==> src/rtl/rs_pulse_pkg.sv <==
// Shared types and default timing for the RS latch pulse driver.
// The optional idle refresh is enabled with the RS_REFRESH_EN macro (see rs_pulse_driver).
package rs_pulse_pkg;

    typedef enum logic [1:0] {
        INIT,
        IDLE,
        PULSE,
        HOLDOFF
    } state_t;

    typedef enum logic [1:0] {
        PULSE_NONE,
        PULSE_S,
        PULSE_R
    } pulse_t;

    localparam int DEF_PULSE_W        = 4;
    localparam int DEF_HOLDOFF_W      = 16;
    localparam int DEF_REFRESH_PERIOD = 1024;
    localparam int DEF_CNT_W          = 11;

endpackage

==> src/rtl/rs_pulse_timer.sv <==
// Loadable down-counter; expire flags the last cycle of an interval (count of 1).
// Counting stops at 0, so the counter never wraps.
module rs_pulse_timer #(
    parameter int CNT_W   = 11,
    parameter int RST_VAL = 1
) (
    input  logic             clk,
    input  logic             reset,
    input  logic             load,
    input  logic             en,
    input  logic [CNT_W-1:0] load_val,
    output logic             expire
);

    logic [CNT_W-1:0] cnt;

    always_ff @(posedge clk or posedge reset) begin
        if (reset)
            cnt <= CNT_W'(RST_VAL);
        else if (load)
            cnt <= load_val;
        else if (en && cnt != '0)
            cnt <= cnt - CNT_W'(1);
    end

    assign expire = (cnt == CNT_W'(1));

endmodule

==> src/rtl/rs_pulse_driver.sv <==
// Set/reset edge-pulse generator for one photonic switch RS latch.
// Define RS_REFRESH_EN to re-pulse the current level after REFRESH_PERIOD idle cycles.
module rs_pulse_driver
    import rs_pulse_pkg::*;
#(
    parameter int PULSE_W        = DEF_PULSE_W,
    parameter int HOLDOFF_W      = DEF_HOLDOFF_W,
    parameter int REFRESH_PERIOD = DEF_REFRESH_PERIOD,
    parameter int CNT_W          = DEF_CNT_W
) (
    input  logic clk,
    input  logic reset,
    input  logic cmd_valid,
    input  logic cmd_state,
    input  logic cmd_force,
    output logic cmd_ready,
    output logic s_pulse,
    output logic r_pulse,
    output logic cur_state,
    output logic busy,
    output logic done
);

    state_t           state, state_nx;
    pulse_t           ptype, ptype_nx;
    logic             cur_nx;
    logic             rfr_q, rfr_nx;
    logic             accept;
    logic             refresh_go;
    logic             tmr_load, tmr_en, tmr_exp;
    logic [CNT_W-1:0] tmr_val;

    assign accept = cmd_valid & cmd_ready;

    // One timer serves both PULSE and HOLDOFF; it reloads on every state change.
    assign tmr_load = (state_nx != state);
    assign tmr_en   = (state == PULSE) || (state == HOLDOFF);
    assign tmr_val  = (state_nx == HOLDOFF) ? CNT_W'(HOLDOFF_W) : CNT_W'(PULSE_W);

    rs_pulse_timer #(.CNT_W(CNT_W), .RST_VAL(PULSE_W)) u_timer (
        .clk      (clk),
        .reset    (reset),
        .load     (tmr_load),
        .en       (tmr_en),
        .load_val (tmr_val),
        .expire   (tmr_exp)
    );

`ifdef RS_REFRESH_EN
    logic rf_load, rf_exp;

    // Any accepted command restarts the idle interval, so a command wins over expiry.
    assign rf_load = ((state_nx == IDLE) && (state != IDLE)) || accept;

    rs_pulse_timer #(.CNT_W(CNT_W), .RST_VAL(REFRESH_PERIOD)) u_refresh (
        .clk      (clk),
        .reset    (reset),
        .load     (rf_load),
        .en       (state == IDLE),
        .load_val (CNT_W'(REFRESH_PERIOD)),
        .expire   (rf_exp)
    );

    assign refresh_go = (state == IDLE) && rf_exp && !accept;
`else
    logic unused_refresh;
    assign unused_refresh = ^CNT_W'(REFRESH_PERIOD);
    assign refresh_go     = 1'b0;
`endif

    // State register and the registered latch-facing outputs.
    always_ff @(posedge clk or posedge reset) begin
        if (reset) begin
            state     <= INIT;
            ptype     <= PULSE_NONE;
            rfr_q     <= 1'b0;
            cur_state <= 1'b0;
            s_pulse   <= 1'b0;
            r_pulse   <= 1'b0;
            done      <= 1'b0;
        end else begin
            state     <= state_nx;
            ptype     <= ptype_nx;
            rfr_q     <= rfr_nx;
            cur_state <= cur_nx;
            s_pulse   <= (state_nx == PULSE) && (ptype_nx == PULSE_S);
            r_pulse   <= (state_nx == PULSE) && (ptype_nx == PULSE_R);
            done      <= (state_nx == IDLE) && ((state == PULSE) || (state == HOLDOFF)) && !rfr_q;
        end
    end

    always_comb begin
        state_nx = state;
        ptype_nx = ptype;
        cur_nx   = cur_state;
        rfr_nx   = rfr_q;
        case (state)
            INIT: begin
                // Drive the latch to a known 0 before accepting commands.
                state_nx = PULSE;
                ptype_nx = PULSE_R;
                cur_nx   = 1'b0;
                rfr_nx   = 1'b0;
            end
            IDLE: begin
                if (accept && (cmd_state != cur_state || cmd_force)) begin
                    state_nx = PULSE;
                    ptype_nx = cmd_state ? PULSE_S : PULSE_R;
                    cur_nx   = cmd_state;
                    rfr_nx   = 1'b0;
                end else if (refresh_go) begin
                    state_nx = PULSE;
                    ptype_nx = cur_state ? PULSE_S : PULSE_R;
                    rfr_nx   = 1'b1;
                end
            end
            PULSE: begin
                if (tmr_exp) begin
                    state_nx = (HOLDOFF_W == 0) ? IDLE : HOLDOFF;
                    ptype_nx = PULSE_NONE;
                end
            end
            HOLDOFF: begin
                if (tmr_exp)
                    state_nx = IDLE;
            end
            default: state_nx = INIT;
        endcase
    end

    always_comb begin
        cmd_ready = 1'b0;
        busy      = 1'b1;
        if (state == IDLE) begin
            cmd_ready = 1'b1;
            busy      = 1'b0;
        end
    end

endmodule

==> config.mk <==
export PLATFORM = sky130hd
export DESIGN_NAME = rs_pulse_driver
export DESIGN_NICKNAME = d
export VERILOG_FILES = /design/src/rtl/rs_pulse_pkg.sv /design/src/rtl/rs_pulse_timer.sv /design/src/rtl/rs_pulse_driver.sv
export SDC_FILE = /design/constraint.sdc
export NUM_CORES = 1
export LEC_CHECK = 0
export BUFFER_PORTS_ARGS = -buffer_cell sky130_fd_sc_hd__buf_2
export CORE_MARGIN = 1
export CORE_UTILIZATION = 61
export DETAILED_ROUTE_END_ITERATION = 16
export PLACE_DENSITY_LB_ADDON = 0.3
export SKIP_CTS_REPAIR_TIMING = 1
export SLEW_MARGIN = 20
export SYNTH_ARGS = -nofsm -noshare
export SYNTH_HDL_FRONTEND = slang
export SYNTH_SLANG_ARGS = --single-unit
==> constraint.sdc <==
create_clock -name clk -period 5.6 [get_ports clk]
set_clock_uncertainty 0.1 [all_clocks]
set_input_delay 0 -clock clk [delete_from_list [all_inputs] [get_ports clk]]
set_output_delay 0 -clock clk [all_outputs]
set_load 0.02 [all_outputs]
==> summary by stage, run 1 <==
Clocking
The longest clock path from root to sink contains 2 buffers. The insertion delay to the later sink of the worst-skew pair is 0.30 ns. The H-tree level count is 1. The clock drives 19 sinks. After clock tree synthesis, the clock-pin slew on the worst setup and hold paths is 0.10 ns. The buffer type at the clock tree root is clkbuf_4. TritonCTS built the clock tree. In this run, CTS created clock tree buffers numbering 3.

Global routing
The via count of the first global-routing pass is 783. After global routing the overflow that remains totals 0. In the global route stage, overall resource usage came out at 25.31%. The largest net degree at the start of global routing is 20.

The global-route wire length before repair is 3539 um. The initial antenna violation count is 0.

Yosys
The number of different library cells used by synthesis comes to 35. The area share of the largest cell type after synthesis is 42.06%. Counting instances in the post-synthesis netlist gives the leading cell types as dfrtp_1 (18), nor2_1 (16), inv_1 (8), nand2_1 (8), o21ai_0 (7). Dividing the synthesized area by the synthesized cell count gives 9.478 um2. The share of flip-flops with an asynchronous set or reset after synthesis is 100.0%.

Counting flops with a built-in enable in the synthesized netlist gives 0. The synthesized instance count is 113. In the synthesized netlist the dominant register cell turns out to be dfrtp_1.

In this run the cell area of the synthesized design comes to 1071 um2. The synthesis warning total is 0. Counting every net in the synthesized netlist gives 121. Summing the sequential cell areas from Yosys gives 44.51% of the chip area. Summed over all instances, the cell type with the most area after synthesis is dfrtp_1.

The most instantiated library cell after synthesis is dfrtp_1. By area the synthesized netlist is led by dfrtp_1 (42%), nor2_1 (5.6%), xor2_1 (4.1%), ha_1 (3.5%), o21ai_0 (3.3%). The post-synthesis sequential element count is 19.

Power and ir drop
The overall power is 0.0005343 W. Power spread over the standard cell area amounts to 455.7 nW/um2. The analysis attributes to cell leakage a power of 0.5113 nW. The maximum resistive drop on vdd is 315.5 uV.

Finish
The fraction of final layout cells with drive strength greater than 1 is 16.67%. Measured on the finished design, the core utilization comes to 74.37%. 0 antenna diodes ended up in the layout.

The net total in the final layout is 135. The area added between synthesis and finish is 9.462%.

Floorplanning
The number of top-level pins is 11. The area enclosed by the die boundary is 1927 um2. The initial utilization of the core area, before any placement, comes to 67.94%. The horizontal die dimension is 43.90 um. In this run the core area contains 14 standard-cell rows. The core region is 1577 um2. From bottom edge to top edge, the die measures 43.90 um.

STA
For this run, the top clock speed supported by timing is 435.8 MHz. The setup total negative slack is 0 ns. The final clock period utilization by the worst path is 40.98%. At the pin with the least slew margin, the transition time is 0.6887 ns. The max-slew violation count is 0. The count of endpoints failing setup in the final report is 0. The post-layout minimum cycle time is 2.295 ns. In this run the tightest slew margin relative to its limit is 54.04%. The total count of hold-check failures in the final report is 0. Across all hold checks on the routed design, the worst slack comes to 0.08899 ns. Setup repair after global routing left no endpoint under its margin.

Critical path
The type of the setup path with the least slack is flip-flop to flip-flop. Data on the critical path arrives at its endpoint at 2.43 ns. The critical path data required time is 5.74 ns. In this run the worst path has a maximum fanout of 13. The maximum cell stage delay along the critical path is 0.57 ns. STA classifies the critical path startpoint as a flip-flop. The category of the worst setup path capture point is a flip-flop. Traced cell by cell, the critical path runs through inv_1 -> ha_1 -> nor4b_2 -> nand3_2 -> a22oi_2 -> o21ai_0 -> o2bb2ai_1. The highest-delay cell along the critical path is a22oi_2.

Worst hold path
The classification of the worst-slack hold path is primary input to flip-flop.

Placed design
The weighted congestion reported at the end of routability-driven placement is 0.8016. Summed over all nets, the half-perimeter wirelength after detailed placement is 1452 um. The quantity of I/O buffers inserted on ports is 10.

Routing
After detailed routing, the total wire length is 2032 um. The residual DRC count is 0. The number of search-and-repair iterations in the first detailed-routing pass is 6. The via density per instance is 6.148.

For this block, the initial DRC count from the detailed router was 21. The detail-routed net length per standard cell is 14.31 um. The via count of the routed design is 873.

The count of nets left with antenna violations after detail routing is 0.

Flow run
The number of maximum-capacitance constraint violations is 0.

Outcome
The run finished with clean final reports.
cells by family after synthesis:
group	Yosys count	synth area share, %
AO/OA/AOI/OAI	24	16.01
buffers and inverters	12	5.140
adder cells (fa/ha/maj)	3	3.505
flip-flops	19	44.51
AND/OR/NAND/NOR	47	24.30
XOR/XNOR	8	6.542
registers in the layout (all words and copies together) (netlist names):
signal       count
u_timer.cnt     11
ptype            2
state            2
cur_state        1
done             1
r_pulse          1
s_pulse          1
worst paths after layout:
kind	start	end	slack, ns	cells after the start
worst max-delay path	u_timer.cnt[1]$_DFFE_PP0P_	u_timer.cnt[2]$_DFFE_PP1P_	3.31	7
worst min-delay path	cmd_force	ptype[1]$_DFF_PP0_	0.09	4
worst max register to register	u_timer.cnt[1]$_DFFE_PP0P_	u_timer.cnt[2]$_DFFE_PP1P_	3.31	7
worst min register to register	u_timer.cnt[2]$_DFFE_PP1P_	u_timer.cnt[2]$_DFFE_PP1P_	0.42	1
max in group asynchronous	reset	done$_DFF_PP0_	4.72	3
min in group asynchronous	reset	state[0]$_DFF_PP0_	0.25	3
where the power goes:
group,total (W),switching (W),internal (W)
clock,0.0000691,0.0000413,0.0000278
combinational,0.000203,0.000112,0.0000913
sequential,0.000262,0.0000714,0.000191
total,0.000534,0.000224,0.000310
cell usage in the layout (no fill, tap or decap), types with 2 or more instances in the layout:
cell type / Yosys / final
o21ai_0: 7 / 7
clkbuf_4: 0 / 3
nand3_1: 6 / 6
nor2_1: 16 / 16
xnor2_1: 3 / 3
o31ai_1: 2 / 2
nor3b_1: 3 / 3
dfrtp_1: 18 / 18
o211ai_1: 3 / 3
xor2_1: 5 / 5
a21oi_1: 3 / 3
inv_1: 8 / 8
ha_1: 3 / 3
nor3_1: 4 / 4
buf_2: 2 / 10
nand2_1: 8 / 8
nor2b_1: 3 / 3
dlygate4sd3_1: 0 / 3
worst max-delay path: cells and delay by family, from the launching register on:
kind                       cells  cell delay [ns]
AOI/OAI and AO/OA              3             0.94
adders and majority gates      1             0.16
buffers and inverters          1             0.10
DFF                            1             0.41
and+or+nand+nor                2             0.52
stage by stage:
stage / setup WS (ns) / cells / cell area, um2
after detailed placement: 3.336 / 135 / 1116
after global routing: 3.127 / 142 / 1172
final: 3.305 / 142 / 1172
after floorplan: 3.858 / 113 / 1071
after global placement: 3.427 / 135 / 1116
after CTS: 3.307 / 139 / 1142
routing by layer:
metal  part of all wire (%)  vias up  global-route usage [%]
met5                      0        -                       0
met4                    1.3        0                   7.273
met3                    4.5        5                   6.250
met2                     46       25                   39.40
met1                     48      420                   35.42
li1                       -      423                       -
layout make-up:
type / instances / area, um2
inverters: 8 / 30.03
flip-flops and latches: 19 / 476.7
fillers: 121 / 404.1
well taps: 16 / 20.02
multi-input cells: 82 / 539.3
clock buffers: 4 / 26.28
repair buffers: 13 / 80.08
(Power assumes the default switching activity.)
==> run 2: changes to the inputs <==
Settings changed: CORE_UTILIZATION 61 to 51.
Clock period 5.6 ns to 1.91 ns, I/O delays scaled along.
==> summary by stage, run 2 (synthesis results as in run 1) <==
Outcome
Result of the run: finished, final reports clean (unchanged).

Critical path
The startpoint of the worst register-to-register path is u_timer.cnt[1]$_DFFE_PP0P_ (unchanged). The highest-delay cell along the critical path is dfrtp_1 (was a22oi_2). The cell family contributing the most delay on the critical path is compound AO/OA/AOI/OAI gates (unchanged). The critical path data required time was 2.06 ns (was 5.74 ns). The largest fanout of any net on the critical path is 7 (was 13).

Crit-path cells: inv_2 -> ha_1 -> nor4b_4 -> nand3_2 -> a22oi_2 -> buf_6 -> o21ai_0 -> o2bb2ai_1 (was inv_1 -> ha_1 -> nor4b_2 -> nand3_2 -> a22oi_2 -> o21ai_0 -> o2bb2ai_1). The category of the worst setup path capture point is a flip-flop (unchanged). The maximum cell stage delay along the critical path is 0.43 ns (was 0.57 ns). The worst reg2reg path endpoint is u_timer.cnt[2]$_DFFE_PP1P_ (unchanged).

The setup slack of the worst register-to-register path is 0.07 ns (was 3.31 ns). The type of the setup path with the least slack is flip-flop to flip-flop (unchanged). The arrival time of data at the critical path endpoint came to 1.99 ns (was 2.43 ns). The startpoint type of the worst setup path is a flip-flop (unchanged).

The length in cells of the worst reg-to-reg path was 8 (was 7). The buffering stage count on the worst path with inverters included was 2 (was 1).

Finish
Regs by FF count: u_timer.cnt x11, ptype x2, state x2 (unchanged). The number of cells in the finished layout apart from fillers is 165 (was 142). The register containing the most flip-flops in the final layout is u_timer.cnt (unchanged). The commonest non-fill, non-tap cell in the layout is dfrtp_1 (unchanged). Most frequent cells in the layout: dfrtp_1 (18), nor2_1 (15), buf_4 (11), buf_2 (10), nand2_1 (8) (was dfrtp_1 (18), nor2_1 (16), buf_2 (10), inv_1 (8), nand2_1 (8)).

The number of antenna diodes was 0 (unchanged). The net total in the final layout is 147 (was 135). The utilization after layout came to 66.26% (was 74.37%). The area added between synthesis and finish is 21.38% (was 9.462%).

The flip-flop count of the largest register after layout was 11 (unchanged). The finished layout cell area is 1300 um2 (was 1172 um2). The fraction of final layout cells with drive strength greater than 1 was 26.81% (was 16.67%).

STA
The pin slew with the least headroom to its limit came to 0.7026 ns (was 0.6887 ns). The worst hold slack is 0.08266 ns (was 0.08899 ns). The post-layout minimum cycle time is 1.844 ns (was 2.295 ns). The normalized max-slew margin came to 53.11% (was 54.04%). The count of endpoints failing setup in the final report is 0 (unchanged).

Setup repair after global routing missed its margin: true (was false). The maximum clock frequency was 542.3 MHz (was 435.8 MHz). The max-slew violation count was 0 (unchanged). The setup total negative slack is 0 ns (unchanged).

The final clock period utilization by the worst path was 96.55% (was 40.98%). The total count of hold-check failures in the final report came to 0 (unchanged).

Floorplanning
The horizontal die dimension is 47.83 um (was 43.90 um). The area enclosed by the die boundary is 2287 um2 (was 1927 um2). The number of core rows is 16 (was 14). The area of the core came to 1962 um2 (was 1577 um2). The number of top-level pins was 11 (unchanged).

The starting utilization of the core area is 54.59% (was 67.94%). The die height is 47.83 um (was 43.90 um).

Routing
The detail-routed net length per standard cell came to 13.51 um (was 14.31 um). The residual DRC count is 0 (unchanged). The number of search-and-repair iterations in the first detailed-routing pass is 4 (was 6).

The via count of the routed design is 892 (was 873). The via density per instance is 5.406 (was 6.148). The iteration-0 DRC count of the detailed router was 16 (was 21).

The total wire length came to 2229 um (was 2032 um). The count of nets left with antenna violations after detail routing is 0 (unchanged).

Clocking
The clock slew at the register clock pins of the worst setup and hold paths is 0.12 ns (was 0.10 ns). The number of buffers created by CTS is 3 (unchanged). The H-tree level count is 1 (unchanged). The insertion delay to the later sink of the worst-skew pair came to 0.31 ns (was 0.30 ns). The TritonCTS clock tree was done (unchanged).

The buffer type at the clock tree root was clkbuf_4 (unchanged). The maximum number of buffers from clock root to sink is 2 (unchanged). The number of sinks on the clock net is 19 (unchanged).

Power and ir drop
The leakage power was 0.5779 nW (was 0.5113 nW). The areal power density over the cells is 1317 nW/um2 (was 455.7 nW/um2). The maximum resistive drop on vdd was 1008 uV (was 315.5 uV).

Flow run
The number of maximum-capacitance constraint violations came to 0 (unchanged).

Global routing
The via count of the first global-routing pass is 726 (was 783). The combined global-route utilization of all metal layers is 20.47% (was 25.31%). The global-route wire length before repair came to 3174 um (was 3539 um). The initial antenna violation count is 0 (unchanged).

The total grt overflow is 0 (unchanged). The largest net degree at the start of global routing came to 20 (unchanged).

Worst hold path
The startpoint of the tightest hold check path is cmd_force (unchanged). The classification of the worst-slack hold path was primary input to flip-flop (unchanged). The end of the worst hold path was ptype[1]$_DFF_PP0_ (unchanged). The instance count along the most critical hold path is 4 (unchanged).

Placed design
The quantity of I/O buffers inserted on ports is 10 (unchanged). The weighted congestion reported at the end of routability-driven placement came to 0.7778 (was 0.8016). The cell total after placement is 154 (was 135). The cell area reported after detailed placement was 1190 um2 (was 1116 um2). The post-detailed-placement half-perimeter wirelength is 1593 um (was 1452 um).
[run 2: stage by stage]
step | power [W] | setup slack, ns
floorplan | 0.001216 | 0.1684
global placement | 0.001386 | 0.09029
detailed placement | 0.001430 | -0.07553
CTS | 0.001652 | -0.1187
global route | 0.001833 | -0.03010
finish | 0.001713 | 0.06588
[run 2: cell type report]
type	instances	area, um2
multi-input cells	82	555.5
repair buffers	25	173.9
fillers	166	661.9
inverters	8	30.03
clock inverters	1	7.507
clock buffers	3	22.52
flip-flops and latches	19	476.7
well taps	27	33.78
[run 2: how the worst max path moves through the flow]
stage,depth (start not counted),slack (ns),to,startpoint
4_1_cts,7,-0.12,u_timer.cnt[2]$_DFFE_PP1P_,u_timer.cnt[1]$_DFFE_PP0P_
5_1_grt,8,-0.03,u_timer.cnt[4]$_DFFE_PP0P_,u_timer.cnt[1]$_DFFE_PP0P_
3_3_place_gp,7,0.09,u_timer.cnt[2]$_DFFE_PP1P_,u_timer.cnt[1]$_DFFE_PP0P_
6_report,8,0.07,u_timer.cnt[2]$_DFFE_PP1P_,u_timer.cnt[1]$_DFFE_PP0P_
3_5_place_dp,7,-0.08,u_timer.cnt[2]$_DFFE_PP1P_,u_timer.cnt[1]$_DFFE_PP0P_
2_1_floorplan,8,0.17,u_timer.cnt[2]$_DFFE_PP1P_,u_timer.cnt[1]$_DFFE_PP0P_
[run 2: power breakdown]
part           internal, W  switching (W)
clock network    0.0000801       0.000134
logic             0.000352       0.000379
registers         0.000559       0.000209
[run 2: worst register-to-register path, delay by kind of cell (launching register included)]
| kind | cells | cell delay (ns) |
|---|---|---|
| compound gates | 3 | 0.48 |
| flops | 1 | 0.43 |
| simple gates | 2 | 0.40 |
| buf+inv | 2 | 0.23 |
| fa+ha+maj | 1 | 0.15 |
[run 2: layer usage]
| metal | vias up | routed length (um) | share of wire (%) | global-route usage (%) |
|---|---|---|---|---|
| met5 | - | 0 | 0 | 0 |
| met4 | 0 | 19 | 0.85 | 5.000 |
| met3 | 4 | 76 | 3.4 | 6.792 |
| met2 | 14 | 1083 | 49 | 33.78 |
| met1 | 427 | 1050 | 47 | 25.95 |
| li1 | 447 | - | - | - |
==> run 3: changes to the inputs <==
Settings changed: CELL_PAD_IN_SITES_DETAIL_PLACEMENT from default to 0, CELL_PAD_IN_SITES_GLOBAL_PLACEMENT from default to 2, CORE_UTILIZATION 51 to 32.
==> summary by stage, run 3 (synthesis results as in run 1) <==
Clocking
The H-tree level count is 1 (unchanged). The maximum number of buffers from clock root to sink is 2 (unchanged). The number of sinks on the clock net was 19 (unchanged). The TritonCTS clock tree is done (unchanged). The insertion delay to the later sink of the worst-skew pair is 0.31 ns (about the same). The buffer type at the clock tree root is clkbuf_4 (unchanged).

The clock slew at the register clock pins of the worst setup and hold paths is 0.12 ns (about the same). The number of buffers created by CTS is 3 (unchanged).

Finish
The number of antenna diodes is 0 (unchanged). The area added between synthesis and finish came to 30.49% (was 21.38%). The commonest non-fill, non-tap cell in the layout is buf_4 (was dfrtp_1). Most frequent cells in the layout: buf_4 (21), dfrtp_1 (18), nor2_1 (15), buf_2 (10), nand2_1 (8) (was dfrtp_1 (18), nor2_1 (15), buf_4 (11), buf_2 (10), nand2_1 (8)).

The area occupied by multi-input gates is 570.5 um2 (was 555.5 um2). The flip-flop count of the largest register after layout is 11 (unchanged). Regs by FF count: u_timer.cnt x11, ptype x2, state x2 (unchanged). The register containing the most flip-flops in the final layout is u_timer.cnt (unchanged). The area of all sequential standard cells is 476.7 um2 (unchanged). The final-layout fill cell count is 329 (was 166). The fraction of final layout cells with drive strength greater than 1 is 34.01% (was 26.81%). The net total in the final layout is 156 (was 147).

Placed design
The quantity of I/O buffers inserted on ports was 10 (unchanged). The post-detailed-placement half-perimeter wirelength is 1637 um (was 1593 um). The weighted congestion reported at the end of routability-driven placement is 0.7138 (was 0.7778).

Power and ir drop
The areal power density over the cells is 1267 nW/um2 (was 1317 nW/um2). The maximum resistive drop on vdd was 588.2 uV (was 1008 uV). The switching power was 0.0007250 W (was 0.0007223 W). The logic gate share of total power is 47.1% (was 42.7%).

The internal portion of total power came to 0.001045 W (was 0.0009904 W). The clock network fraction of design power is 12.2% (was 12.5%). The proportion of power drawn by flip-flops and latches is 40.8% (was 44.8%). The leakage power is 0.6230 nW (was 0.5779 nW). The overall power is 0.001770 W (was 0.001713 W). The switching portion of total power was 40.96% (was 42.17%).

STA
The normalized max-slew margin is 51.18% (was 53.11%). The worst hold slack is 0.03668 ns (was 0.08266 ns). The max-slew violation count is 0 (unchanged). The pin slew with the least headroom to its limit is 0.7316 ns (was 0.7026 ns). The total count of hold-check failures in the final report is 0 (unchanged).

The post-layout minimum cycle time is 1.836 ns (was 1.844 ns). The setup total negative slack was 0 ns (unchanged). The final clock period utilization by the worst path is 96.13% (was 96.55%). The maximum clock frequency is 544.6 MHz (was 542.3 MHz). Setup repair after global routing missed its margin: true (unchanged). The count of endpoints failing setup in the final report is 0 (unchanged).

Floorplanning
The area enclosed by the die boundary came to 3582 um2 (was 2287 um2). The horizontal die dimension is 59.85 um (was 47.83 um). The starting utilization of the core area is 34.52% (was 54.59%). The number of top-level pins is 11 (unchanged). The area of the core is 3103 um2 (was 1962 um2). The die height is 59.85 um (was 47.83 um). The number of core rows is 20 (was 16).

Critical path
The cell family contributing the most delay on the critical path is simple AND/OR/NAND/NOR gates (was compound AO/OA/AOI/OAI gates). The buffering stage count on the worst path with inverters included is 2 (unchanged). The largest fanout of any net on the critical path is 3 (was 7). The type of the setup path with the least slack is flip-flop to flip-flop (unchanged). The highest-delay cell along the critical path is dfrtp_1 (unchanged). The arrival time of data at the critical path endpoint was 1.96 ns (was 1.99 ns). The category of the worst setup path capture point is a flip-flop (unchanged). The startpoint type of the worst setup path is a flip-flop (unchanged). The critical path data required time is 2.04 ns (was 2.06 ns). The maximum cell stage delay along the critical path is 0.42 ns (was 0.43 ns).

Crit-path cells: inv_2 -> ha_1 -> nor4b_4 -> buf_4 -> nand4_1 -> nor2_2 -> nor2b_1 -> nor3_1 (was inv_2 -> ha_1 -> nor4b_4 -> nand3_2 -> a22oi_2 -> buf_6 -> o21ai_0 -> o2bb2ai_1).

Routing
The residual DRC count came to 0 (unchanged). The iteration-0 DRC count of the detailed router is 29 (was 16). The count of nets left with antenna violations after detail routing is 0 (unchanged). The via count of the routed design is 916 (was 892).

The number of search-and-repair iterations in the first detailed-routing pass is 4 (unchanged). The total wire length is 2298 um (was 2229 um). The via density per instance is 4.796 (was 5.406). The detail-routed net length per standard cell is 12.03 um (was 13.51 um).

Global routing
The combined global-route utilization of all metal layers is 14.11% (was 20.47%). The global-route wire length before repair was 3753 um (was 3174 um). The via count of the first global-routing pass was 845 (was 726). The initial antenna violation count is 0 (unchanged).

The largest net degree at the start of global routing is 20 (unchanged). The total grt overflow is 0 (unchanged).

Flow run
The number of maximum-capacitance constraint violations is 0 (unchanged).

Outcome
Result of the run: finished, final reports clean (unchanged).

Worst hold path
The classification of the worst-slack hold path is primary input to flip-flop (unchanged).
run 3: final cells by class:
| class | instances | share of cell area, % |
|---|---|---|
| clock buffer | 3 | 1.611 |
| timing repair buffer | 34 | 17.01 |
| sequential | 19 | 34.11 |
| tap | 44 | 3.939 |
| clock inverter | 1 | 0.3581 |
| multi-input combinational | 82 | 40.82 |
| inverter | 8 | 2.149 |
run 3: final timing paths:
check	cells past startpoint	slack, ns	end	startpoint
worst max-delay path	8	0.07	u_timer.cnt[4]$_DFFE_PP0P_	u_timer.cnt[1]$_DFFE_PP0P_
worst min-delay path	4	0.04	ptype[1]$_DFF_PP0_	cmd_force
worst max register to register	8	0.07	u_timer.cnt[4]$_DFFE_PP0P_	u_timer.cnt[1]$_DFFE_PP0P_
worst min register to register	1	0.42	u_timer.cnt[2]$_DFFE_PP1P_	u_timer.cnt[2]$_DFFE_PP1P_
max in group asynchronous	3	1.01	u_timer.cnt[3]$_DFFE_PP0P_	reset
min in group asynchronous	3	0.24	cur_state$_DFFE_PP0P_	reset
run 3: routing by layer:
layer	vias to the layer above	part of all wire, %	global-route usage, %
li1	463	-	-
met1	439	52	19.57
met2	10	44	21.90
met3	4	3.0	3.896
met4	0	1.1	2.990
met5	-	0	0
run 3: worst min-delay path, cell delays in order:
cell,delay (ns)
buf_2,0.12
o211ai_1,0.09
o211ai_1,0.09
a22oi_1,0.10
run 3: power by group through the flow:
| stage | clock [W] | combinational (W) | sequential (W) |
|---|---|---|---|
| floorplan | 0 | 0.000478 | 0.000738 |
| detailed placement | 0 | 0.000786 | 0.000716 |
| finish | 0.000215 | 0.000833 | 0.000722 |
| global route | 0.000241 | 0.000936 | 0.000742 |
| global placement | 0 | 0.000789 | 0.000714 |
| CTS | 0.000220 | 0.000795 | 0.000707 |
run 3: through the flow:
stage	utilization, %	worst slack, ns	area (um2)	instances
after detailed placement	40.97	0.03539	1271	179
after global routing	45.04	-0.04343	1398	191
final	45.04	0.07389	1398	191
after global placement	40.97	0.02457	1271	179
after CTS	41.85	-0.02403	1299	183
after floorplan	-	0.1684	1071	113
